File: src/rtl/i2cs_reg_access_arb_if.sv
// Requester and register-port bundle for the I2C-slave register access arbiter.
// slave = arbiter view, master = requesters plus register model view.
`timescale 1ns/1ps
interface i2cs_reg_access_arb_if #(
  parameter int ADDR_WIDTH = 12,
  parameter int DATA_WIDTH = 32
);
  logic                  r0_req_i;
  logic                  r0_we_i;
  logic [ADDR_WIDTH-1:0] r0_addr_i;
  logic [DATA_WIDTH-1:0] r0_wdata_i;
  logic                  r0_ack_o;
  logic [DATA_WIDTH-1:0] r0_rdata_o;
  logic                  r1_req_i;
  logic                  r1_we_i;
  logic [ADDR_WIDTH-1:0] r1_addr_i;
  logic [DATA_WIDTH-1:0] r1_wdata_i;
  logic                  r1_ack_o;
  logic [DATA_WIDTH-1:0] r1_rdata_o;
  logic [ADDR_WIDTH-1:0] reg_waddr_o;
  logic [DATA_WIDTH-1:0] reg_wdata_o;
  logic                  reg_wrenable_o;
  logic [ADDR_WIDTH-1:0] reg_raddr_o;
  logic [DATA_WIDTH-1:0] reg_rdata_i;
  logic                  reg_rd_byte_complete_o;
  logic                  busy_o;
  logic                  grant_o;

  modport slave (
    input  r0_req_i, r0_we_i, r0_addr_i, r0_wdata_i,
    input  r1_req_i, r1_we_i, r1_addr_i, r1_wdata_i,
    input  reg_rdata_i,
    output r0_ack_o, r0_rdata_o, r1_ack_o, r1_rdata_o,
    output reg_waddr_o, reg_wdata_o, reg_wrenable_o, reg_raddr_o,
    output reg_rd_byte_complete_o, busy_o, grant_o
  );

  modport master (
    output r0_req_i, r0_we_i, r0_addr_i, r0_wdata_i,
    output r1_req_i, r1_we_i, r1_addr_i, r1_wdata_i,
    output reg_rdata_i,
    input  r0_ack_o, r0_rdata_o, r1_ack_o, r1_rdata_o,
    input  reg_waddr_o, reg_wdata_o, reg_wrenable_o, reg_raddr_o,
    input  reg_rd_byte_complete_o, busy_o, grant_o
  );
endinterface

File: src/rtl/i2cs_reg_access_arb.sv
// Two-requester (APB=r0, I2C engine=r1) arbiter sequencing accesses onto one register port.
// Define I2CS_REG_ARB_FIXED_PRIO_EN for fixed r0 priority; default is round-robin.
//
//   state  | meaning
//   IDLE   | no owner; arbitrate and latch winner's request fields
//   ACCESS | write strobe (one cycle) or read address held for RD_WAIT+1 cycles
//   DONE   | one-cycle ack to the owner
`timescale 1ns/1ps
module i2cs_reg_access_arb #(
  parameter int ADDR_WIDTH = 12,
  parameter int DATA_WIDTH = 32,
  parameter int RD_WAIT    = 1
) (
  input logic                  apb_pclk_i,
  input logic                  apb_presetn_i,
  i2cs_reg_access_arb_if.slave bus
);

  typedef enum logic [1:0] {IDLE, ACCESS, DONE} state_t;

  state_t                state_q, state_d;
  logic                  id_q, id_d;
  logic                  we_q, we_d;
  logic                  last_q, last_d;
  logic [ADDR_WIDTH-1:0] addr_q, addr_d;
  logic [DATA_WIDTH-1:0] wdata_q, wdata_d;
  logic [2:0]            cnt_q, cnt_d;
  logic [DATA_WIDTH-1:0] rdata0_q, rdata0_d;
  logic [DATA_WIDTH-1:0] rdata1_q, rdata1_d;
  logic                  win;

  always_ff @(posedge apb_pclk_i or negedge apb_presetn_i) begin
    if (!apb_presetn_i) begin
      state_q  <= IDLE;
      id_q     <= 1'b0;
      we_q     <= 1'b0;
      last_q   <= 1'b1;
      addr_q   <= '0;
      wdata_q  <= '0;
      cnt_q    <= '0;
      rdata0_q <= '0;
      rdata1_q <= '0;
    end else begin
      state_q  <= state_d;
      id_q     <= id_d;
      we_q     <= we_d;
      last_q   <= last_d;
      addr_q   <= addr_d;
      wdata_q  <= wdata_d;
      cnt_q    <= cnt_d;
      rdata0_q <= rdata0_d;
      rdata1_q <= rdata1_d;
    end
  end

  // Winner is only meaningful when at least one request is high.
`ifdef I2CS_REG_ARB_FIXED_PRIO_EN
  assign win = ~bus.r0_req_i;
`else
  assign win = (bus.r0_req_i && bus.r1_req_i) ? ~last_q : bus.r1_req_i;
`endif

  always_comb begin
    state_d  = state_q;
    id_d     = id_q;
    we_d     = we_q;
    last_d   = last_q;
    addr_d   = addr_q;
    wdata_d  = wdata_q;
    cnt_d    = cnt_q;
    rdata0_d = rdata0_q;
    rdata1_d = rdata1_q;
    case (state_q)
      IDLE: begin
        if (bus.r0_req_i || bus.r1_req_i) begin
          id_d    = win;
          we_d    = win ? bus.r1_we_i    : bus.r0_we_i;
          addr_d  = win ? bus.r1_addr_i  : bus.r0_addr_i;
          wdata_d = win ? bus.r1_wdata_i : bus.r0_wdata_i;
          cnt_d   = 3'(RD_WAIT);
          last_d  = win;
          state_d = ACCESS;
        end
      end
      ACCESS: begin
        if (we_q) begin
          state_d = DONE;
        end else if (cnt_q != 3'd0) begin
          cnt_d = cnt_q - 3'd1;
        end else begin
          if (id_q) rdata1_d = bus.reg_rdata_i;
          else      rdata0_d = bus.reg_rdata_i;
          state_d = DONE;
        end
      end
      DONE:    state_d = IDLE;
      default: state_d = IDLE;
    endcase
  end

  // Moore outputs: decoded from registered state only.
  assign bus.busy_o                 = (state_q != IDLE);
  assign bus.grant_o                = id_q;
  assign bus.reg_waddr_o            = addr_q;
  assign bus.reg_wdata_o            = wdata_q;
  assign bus.reg_raddr_o            = addr_q;
  assign bus.reg_wrenable_o         = (state_q == ACCESS) && we_q;
  assign bus.reg_rd_byte_complete_o = (state_q == ACCESS) && !we_q && (cnt_q == 3'd0);
  assign bus.r0_ack_o               = (state_q == DONE) && !id_q;
  assign bus.r1_ack_o               = (state_q == DONE) && id_q;
  assign bus.r0_rdata_o             = rdata0_q;
  assign bus.r1_rdata_o             = rdata1_q;

endmodule

File: src/flat_wrapper.sv
// flat-port wrapper written by rule: the top's interface ports become plain ports
module i2cs_reg_access_arb_flat 
#(
  parameter int ADDR_WIDTH = 12,
  parameter int DATA_WIDTH = 32,
  parameter int RD_WAIT    = 1
)
  (apb_pclk_i, apb_presetn_i, bus_r0_req_i, bus_r0_we_i, bus_r0_addr_i, bus_r0_wdata_i, bus_r1_req_i, bus_r1_we_i, bus_r1_addr_i, bus_r1_wdata_i, bus_reg_rdata_i, bus_r0_ack_o, bus_r0_rdata_o, bus_r1_ack_o, bus_r1_rdata_o, bus_reg_waddr_o, bus_reg_wdata_o, bus_reg_wrenable_o, bus_reg_raddr_o, bus_reg_rd_byte_complete_o, bus_busy_o, bus_grant_o);
  i2cs_reg_access_arb_if #(.ADDR_WIDTH(ADDR_WIDTH), .DATA_WIDTH(DATA_WIDTH)) bus_i ();
  input logic apb_pclk_i;
  input logic apb_presetn_i;
  input wire logic [$bits(bus_i.r0_req_i)-1:0] bus_r0_req_i;
  input wire logic [$bits(bus_i.r0_we_i)-1:0] bus_r0_we_i;
  input wire logic [$bits(bus_i.r0_addr_i)-1:0] bus_r0_addr_i;
  input wire logic [$bits(bus_i.r0_wdata_i)-1:0] bus_r0_wdata_i;
  input wire logic [$bits(bus_i.r1_req_i)-1:0] bus_r1_req_i;
  input wire logic [$bits(bus_i.r1_we_i)-1:0] bus_r1_we_i;
  input wire logic [$bits(bus_i.r1_addr_i)-1:0] bus_r1_addr_i;
  input wire logic [$bits(bus_i.r1_wdata_i)-1:0] bus_r1_wdata_i;
  input wire logic [$bits(bus_i.reg_rdata_i)-1:0] bus_reg_rdata_i;
  output wire logic [$bits(bus_i.r0_ack_o)-1:0] bus_r0_ack_o;
  output wire logic [$bits(bus_i.r0_rdata_o)-1:0] bus_r0_rdata_o;
  output wire logic [$bits(bus_i.r1_ack_o)-1:0] bus_r1_ack_o;
  output wire logic [$bits(bus_i.r1_rdata_o)-1:0] bus_r1_rdata_o;
  output wire logic [$bits(bus_i.reg_waddr_o)-1:0] bus_reg_waddr_o;
  output wire logic [$bits(bus_i.reg_wdata_o)-1:0] bus_reg_wdata_o;
  output wire logic [$bits(bus_i.reg_wrenable_o)-1:0] bus_reg_wrenable_o;
  output wire logic [$bits(bus_i.reg_raddr_o)-1:0] bus_reg_raddr_o;
  output wire logic [$bits(bus_i.reg_rd_byte_complete_o)-1:0] bus_reg_rd_byte_complete_o;
  output wire logic [$bits(bus_i.busy_o)-1:0] bus_busy_o;
  output wire logic [$bits(bus_i.grant_o)-1:0] bus_grant_o;
  assign bus_i.r0_req_i = bus_r0_req_i;
  assign bus_i.r0_we_i = bus_r0_we_i;
  assign bus_i.r0_addr_i = bus_r0_addr_i;
  assign bus_i.r0_wdata_i = bus_r0_wdata_i;
  assign bus_i.r1_req_i = bus_r1_req_i;
  assign bus_i.r1_we_i = bus_r1_we_i;
  assign bus_i.r1_addr_i = bus_r1_addr_i;
  assign bus_i.r1_wdata_i = bus_r1_wdata_i;
  assign bus_i.reg_rdata_i = bus_reg_rdata_i;
  assign bus_r0_ack_o = bus_i.r0_ack_o;
  assign bus_r0_rdata_o = bus_i.r0_rdata_o;
  assign bus_r1_ack_o = bus_i.r1_ack_o;
  assign bus_r1_rdata_o = bus_i.r1_rdata_o;
  assign bus_reg_waddr_o = bus_i.reg_waddr_o;
  assign bus_reg_wdata_o = bus_i.reg_wdata_o;
  assign bus_reg_wrenable_o = bus_i.reg_wrenable_o;
  assign bus_reg_raddr_o = bus_i.reg_raddr_o;
  assign bus_reg_rd_byte_complete_o = bus_i.reg_rd_byte_complete_o;
  assign bus_busy_o = bus_i.busy_o;
  assign bus_grant_o = bus_i.grant_o;
  i2cs_reg_access_arb #(.ADDR_WIDTH(ADDR_WIDTH), .DATA_WIDTH(DATA_WIDTH), .RD_WAIT(RD_WAIT)) u_core (.apb_pclk_i(apb_pclk_i), .apb_presetn_i(apb_presetn_i), .bus(bus_i));
endmodule
File: config.mk
export PLATFORM = sky130hd
export DESIGN_NAME = i2cs_reg_access_arb_flat
export DESIGN_NICKNAME = d
export VERILOG_FILES = /design/src/rtl/i2cs_reg_access_arb_if.sv /design/src/rtl/i2cs_reg_access_arb.sv /design/src/flat_wrapper.sv
export SDC_FILE = /design/constraint.sdc
export NUM_CORES = 1
export LEC_CHECK = 0
export CAP_MARGIN = 20
export CORE_ASPECT_RATIO = 0.75
export CORE_MARGIN = 2
export CORE_UTILIZATION = 35
export DETAILED_ROUTE_END_ITERATION = 12
export PLACE_DENSITY = 0.83
export SYNTH_ARGS = -nofsm -noshare
export SYNTH_HDL_FRONTEND = slang
export SYNTH_SLANG_ARGS = --single-unit
export TNS_END_PERCENT = 5
File: constraint.sdc
create_clock -name apb_pclk_i -period 1.6 [get_ports apb_pclk_i]
set_input_delay 0.16 -clock apb_pclk_i [delete_from_list [all_inputs] [get_ports apb_pclk_i]]
set_output_delay 0.16 -clock apb_pclk_i [all_outputs]
set_load 0.01 [all_outputs]
# After elaboration in Yosys (flattened, before gate mapping)
# Cells that the tools add are included.
[totals]
ff_bits = 116
out_inout_bits = 126
wordCells = 51
[classes]
add_sub_neg = 1
n_eq_ne = 6
muxes = 12
bitwise_logic = 4
n_reduce_logical = 19
[ops]
columns = ["op", "n"]
rows = [
  ["$mux 32", 1],
  ["$mux 12", 1],
  ["$reduce_and 4->1", 3],
  ["$mux 3", 3],
  ["$logic_and 1x1->1", 6],
  ["$mux 2", 3],
  ["$pmux 3 s2", 1],
  ["$ne 2x1->1 const B", 2],
  ["$not 1->1", 4],
  ["$pmux 2 s2", 1],
  ["$reduce_and 2->1", 2],
  ["$reduce_bool 2->1", 2],
  ["$logic_not 3->1", 1],
  ["$ne 3x2->1 const B", 1],
  ["$reduce_bool 3->1", 1],
  ["$sub 3x1->3 const B", 1],
  ["$eq 2x1->1 const B", 1],
  ["$eq 2x2->1 const B", 1],
  ["$logic_not 1->1", 2],
  ["$logic_not 2->1", 1],
  ["$mux 1", 2],
  ["$ne 2x2->1 const B", 1],
  ["$logic_or 1x1->1", 1],
]

# Depth between registers and ports, before layout
[logic_depth]
ltp_word = 4
ltp_mapped = 6
mapped_depth_nobuf = 5

# Least setup slack after synthesis
# Ideal clock, no wire load.
[synth_timing]
kind = "register to register"
from = "reg u_core.cnt_q[0]"
to = "reg u_core.rdata1_q[10], in the netlist u_core.bus.r1_rdata_o[10]"
t_arrival_ns = 1.403
required_time_ns = 1.475
slack_ns = 0.072
stages_incl_launch_ff = 7
synth_period_minus_slack_ns = 1.528
path_cell_list = "dfrtp_1 -> inv_1 -> ha_1 -> and4_1 -> buf_6 -> buf_8 -> mux2_4"
[synth_via]
elab_chain_len = 3
[synth_rtl]
columns = ["item", "line_no", "rtl"]
rows = [
  ["start, declared", "i2cs_reg_access_arb.sv:27", "logic [2:0] cnt_q, cnt_d;"],
  ["start signal, assigned", "i2cs_reg_access_arb.sv:50", "cnt_q <= cnt_d;"],
  ["$reduce_bool 3->1", "i2cs_reg_access_arb.sv:88", "end else if (cnt_q != 3'd0) begin"],
  ["$not 1->1 (no line)", "n/a", ""],
  ["$reduce_and 4->1 (no line)", "n/a", ""],
  ["end signal, assigned", "i2cs_reg_access_arb.sv:52", "rdata1_q <= rdata1_d;"],
  ["end, declared", "i2cs_reg_access_arb.sv:29", "logic [DATA_WIDTH-1:0] rdata1_q, rdata1_d;"],
]
# No other way between the ends.
# A chain may end at the register's enable or synchronous reset.

# Final worst setup path
[layout_timing]
from = "reg u_core.state_q[1]"
to = "reg u_core.rdata1_q[4], in the netlist u_core.bus.r1_rdata_o[4]"
[layout_via]
elab_chain_len = 2
[layout_rtl]
columns = ["item", "line_no", "rtl"]
rows = [
  ["start, declared", "i2cs_reg_access_arb.sv:21", "state_t state_q, state_d;"],
  ["start signal, assigned", "i2cs_reg_access_arb.sv:44", "state_q <= state_d;"],
  ["$eq 2x1->1", "i2cs_reg_access_arb.sv:73", "case (state_q)"],
  ["$reduce_and 4->1 (no line)", "n/a", ""],
]
# No other way between the ends.

==> impl_metrics.csv <==
group,metric,value,unit
clocking,clock_path_buffers,2,
logic_synthesis,ys_seq_area_frac,0.566,
die,fp.dieH,109,um
cells_and_area,diodes,0,
sta,fmax,642,MHz
logic_synthesis,synth_top_area_frac,0.560,
clocking,numCtsBuffers,17,
logic_synthesis,synth_top_family_by_area,"multiplexers",
cells_and_area,mostFrequentLayoutCells,"245 x clkdlybuf4s50_1, 115 x dfrtp_1, 92 x a21oi_1, 47 x mux2i_1, 32 x mux2_2",
worst_setup_path,cpMaxStageDelayCell,"dfrtp_1",
clocking,tritoncts,"yes",
routing,drt_pass1_iterations,4,
clocking,path_clk_slew,60,ps
routing,route.vias.total,4141,
cells_and_area,multiInputGateArea,2000,um2
logic_synthesis,synth_flop_cell,"dfrtp_1",
power_and_ir_drop,p_per_area,1930,nW/um2
die,core-area,14400,um2
routing,drtIter0Drc,170,
grt,grt_max_degree,47,
clocking,cts_max_level,4,
sta,skew,9.72,ps
cells_and_area,fillers,1118,
place,place_hpwl,10300,um
power_and_ir_drop,peakVddDrop,0.959,mV
worst_hold_path,hold_class,"primary input to asynchronous set/reset pin",
logic_synthesis,syn_inst,389,
logic_synthesis,synth_compound_area_frac,0.100,
run_status,status,"finished clean",
sta,post-route-period-util,0.973,
logic_synthesis,synth_fa_ha_area_frac,0.00487,
logic_synthesis,synthesis.nets,517,
sta,tns,0,ps
worst_setup_path,cp-start-kind,"flop",
place,dp_cells,826,
routing,drc,0,
worst_setup_path,worstPathArrival,1830,ps
power_and_ir_drop,p_leak,3.73,nW
logic_synthesis,yosys.area_share.simple,0.0219,
logic_synthesis,synthXorXnorAreaFrac,0,
logic_synthesis,synthMuxAreaShare,0.254,
logic_synthesis,yosysTopAreaCell,"dfrtp_1",
grt,overflow,0,
sta,slew_viol_final,0,
worst_setup_path,cp_cell_sequence,"nor2b_4 > and4_4 > buf_6 > mux2_4",
grt,grt_usage,0.188,
worst_setup_path,crit_path_start,"u_core.state_q[1]",
logic_synthesis,yosysUniqueCellTypes,32,
sta,worstMarginPinSlew,466,ps
grt,antenna_found_initial,0,
logic_synthesis,ys_ff_latch,116,
grt,grt_pass1_wl,22600,um
cells_and_area,mostFrequentLayoutCell,"clkdlybuf4s50_1",
sta,setup-violations-final,0,
cells_and_area,areaGrowthSynthToFinish,67.2,%
routing,final_antenna_net_count,0,
die,ioPinCount,252,
die,start_util,0.356,
cells_and_area,seqCellArea,2900,um2
logic_synthesis,synth_edf_count,0,
clocking,cts-root-buf,"clkbuf_16",
die,fp.dieArea,15700,um2
sta,fin_hold_ws,269,ps
logic_synthesis,yosys_warnings,0,
worst_setup_path,max_stage_delay,410,ps
routing,wl_per_cell,17.0,um
logic_synthesis,yosys-top-cells-area,"dfrtp_1 56%, mux2i_1 9.2%, a21oi_1 9.0%",
place,io_buffers,251,
worst_setup_path,worst-path-max-fanout,8,
sta,rsz0062_at_grt,"true",
cells_and_area,stdcell_count,862,
cells_and_area,drive_above_1_share,0.215,
place,place_congestion,0.750,
clocking,clock_latency,400,ps
routing,viasPerCell,4.80,
sta,max_slew_margin,0.690,
worst_setup_path,worstSetupPathType,"flop to flop",
routing,wirelength,14700,um
worst_setup_path,critPathCaptureType,"flop",
sta,min_period,1560,ps
worst_setup_path,worst_ep_required_time,1880,ps
logic_synthesis,postSynthAreaPerCell,13.2,um2
die,num_rows,38,
job,cap_violations,0,
sta,hold_violations,0,
logic_synthesis,synth.cell_area,5130,um2
worst_setup_path,rr_startpoint,"u_core.state_q[1]",
die,fp.dieW,144,um
cells_and_area,nets,777,
grt,grt_pass1_vias,4389,
logic_synthesis,async_reset_ff_frac,1.00,
clocking,clkSinkCount,116,
[routing by layer]
| layer | global-route usage | wire length [um] |
|---|---|---|
| met1 | 0.220 | 6030 |
| met2 | 0.329 | 7400 |
| met3 | 0.0624 | 1050 |
| met4 | 0.0616 | 169 |
| met5 | 0 | 0 |
[final cells by class]
cell class                 count  share of cell area
timing repair buffer         280               0.332
clock buffer                  20              0.0532
inverter                       5             0.00219
multi-input combinational    229               0.233
clock inverter                12              0.0124
tap                          200              0.0292
sequential                   116               0.338
[worst max-delay path, delay by kind of cell, from the launching register on]
| kind | cells | cell delay [ps] |
|---|---|---|
| flip-flops | 1 | 410 |
| multiplexers | 1 | 320 |
| AND/OR/NAND/NOR | 2 | 500 |
| buffers and inverters | 1 | 190 |
[flip-flops by register name (all words and copies together) (netlist names), 2 cells and up]
register and cells:
u_core.bus.r0_rdata_o 32, u_core.state_q 2, u_core.cnt_q 3, u_core.bus.reg_wdata_o 32
u_core.bus.r1_rdata_o 32, u_core.bus.reg_raddr_o 12
[metrics by stage]
stage / setup WS [ps] / util / total power [mW] / cell area, um2
after floorplan: 72.1 / - / 8.62 / 5130
after CTS: -134 / 0.591 / 16.7 / 8510
final: 42.7 / 0.596 / 16.6 / 8580
after detailed placement: -107 / 0.551 / 13.0 / 7940
after global placement: -78.2 / 0.551 / 12.7 / 7940
after global routing: -10.5 / 0.596 / 17.6 / 8580
[repair_timing]
action / 4_1_cts / 5_1_grt
setup buffers: 0 / 1
gates resized for setup: 20 / 10
cloned: 0 / 2
hold buffers: 1 / 0
hold endpoints to repair: 30 / 0
endpoints found under the setup margin: 22 / 62
pin swaps: 1 / 1
[synth_stat cells, types with 2 or more instances]
cell and count:
dfrtp_1 115, inv_1 5, buf_4 15, a31oi_1 2, and2_1 2, or2_2 2
nor2_1 2, buf_8 3, mux2_4 30, nor3b_1 2, a21oi_1 92, ha_1 2
buf_2 9, o22ai_1 2, mux2i_1 47, mux2_1 2, mux2_2 32, nor2b_1 2
clkbuf_1 10
[path summary, 6_finish.rpt]
path | end | slack, ps | depth (start not counted)
worst max-delay path | u_core.bus.r1_rdata_o[4] | 40 | 4
worst min-delay path | u_core.bus.r1_rdata_o[27] | 270 | 2
worst max register to register | u_core.bus.r1_rdata_o[4] | 40 | 4
worst min register to register | u_core.bus.r0_rdata_o[30] | 500 | 1
max in group asynchronous | u_core.last_q | 720 | 3
min in group apb_pclk_i | u_core.bus.r0_rdata_o[30] | 380 | 2
[logic make-up (layout without fill, tap and decap cells)]
group	Yosys count	count (layout)
mux	111	111
buf+inv	44	317
fa+ha+maj	2	2
compound gates	100	100
simple gates	16	16
flops	116	116
[report_power, final]
part | internal [mW] | switching [mW] | leakage, nW
combinational | 4.61 | 3.07 | 2.09
sequential | 4.41 | 0.937 | 1.38
clock | 2.21 | 1.35 | 0.268
total | 11.2 | 5.35 | 3.73
Note: power is estimated with default switching activity, not from simulation.
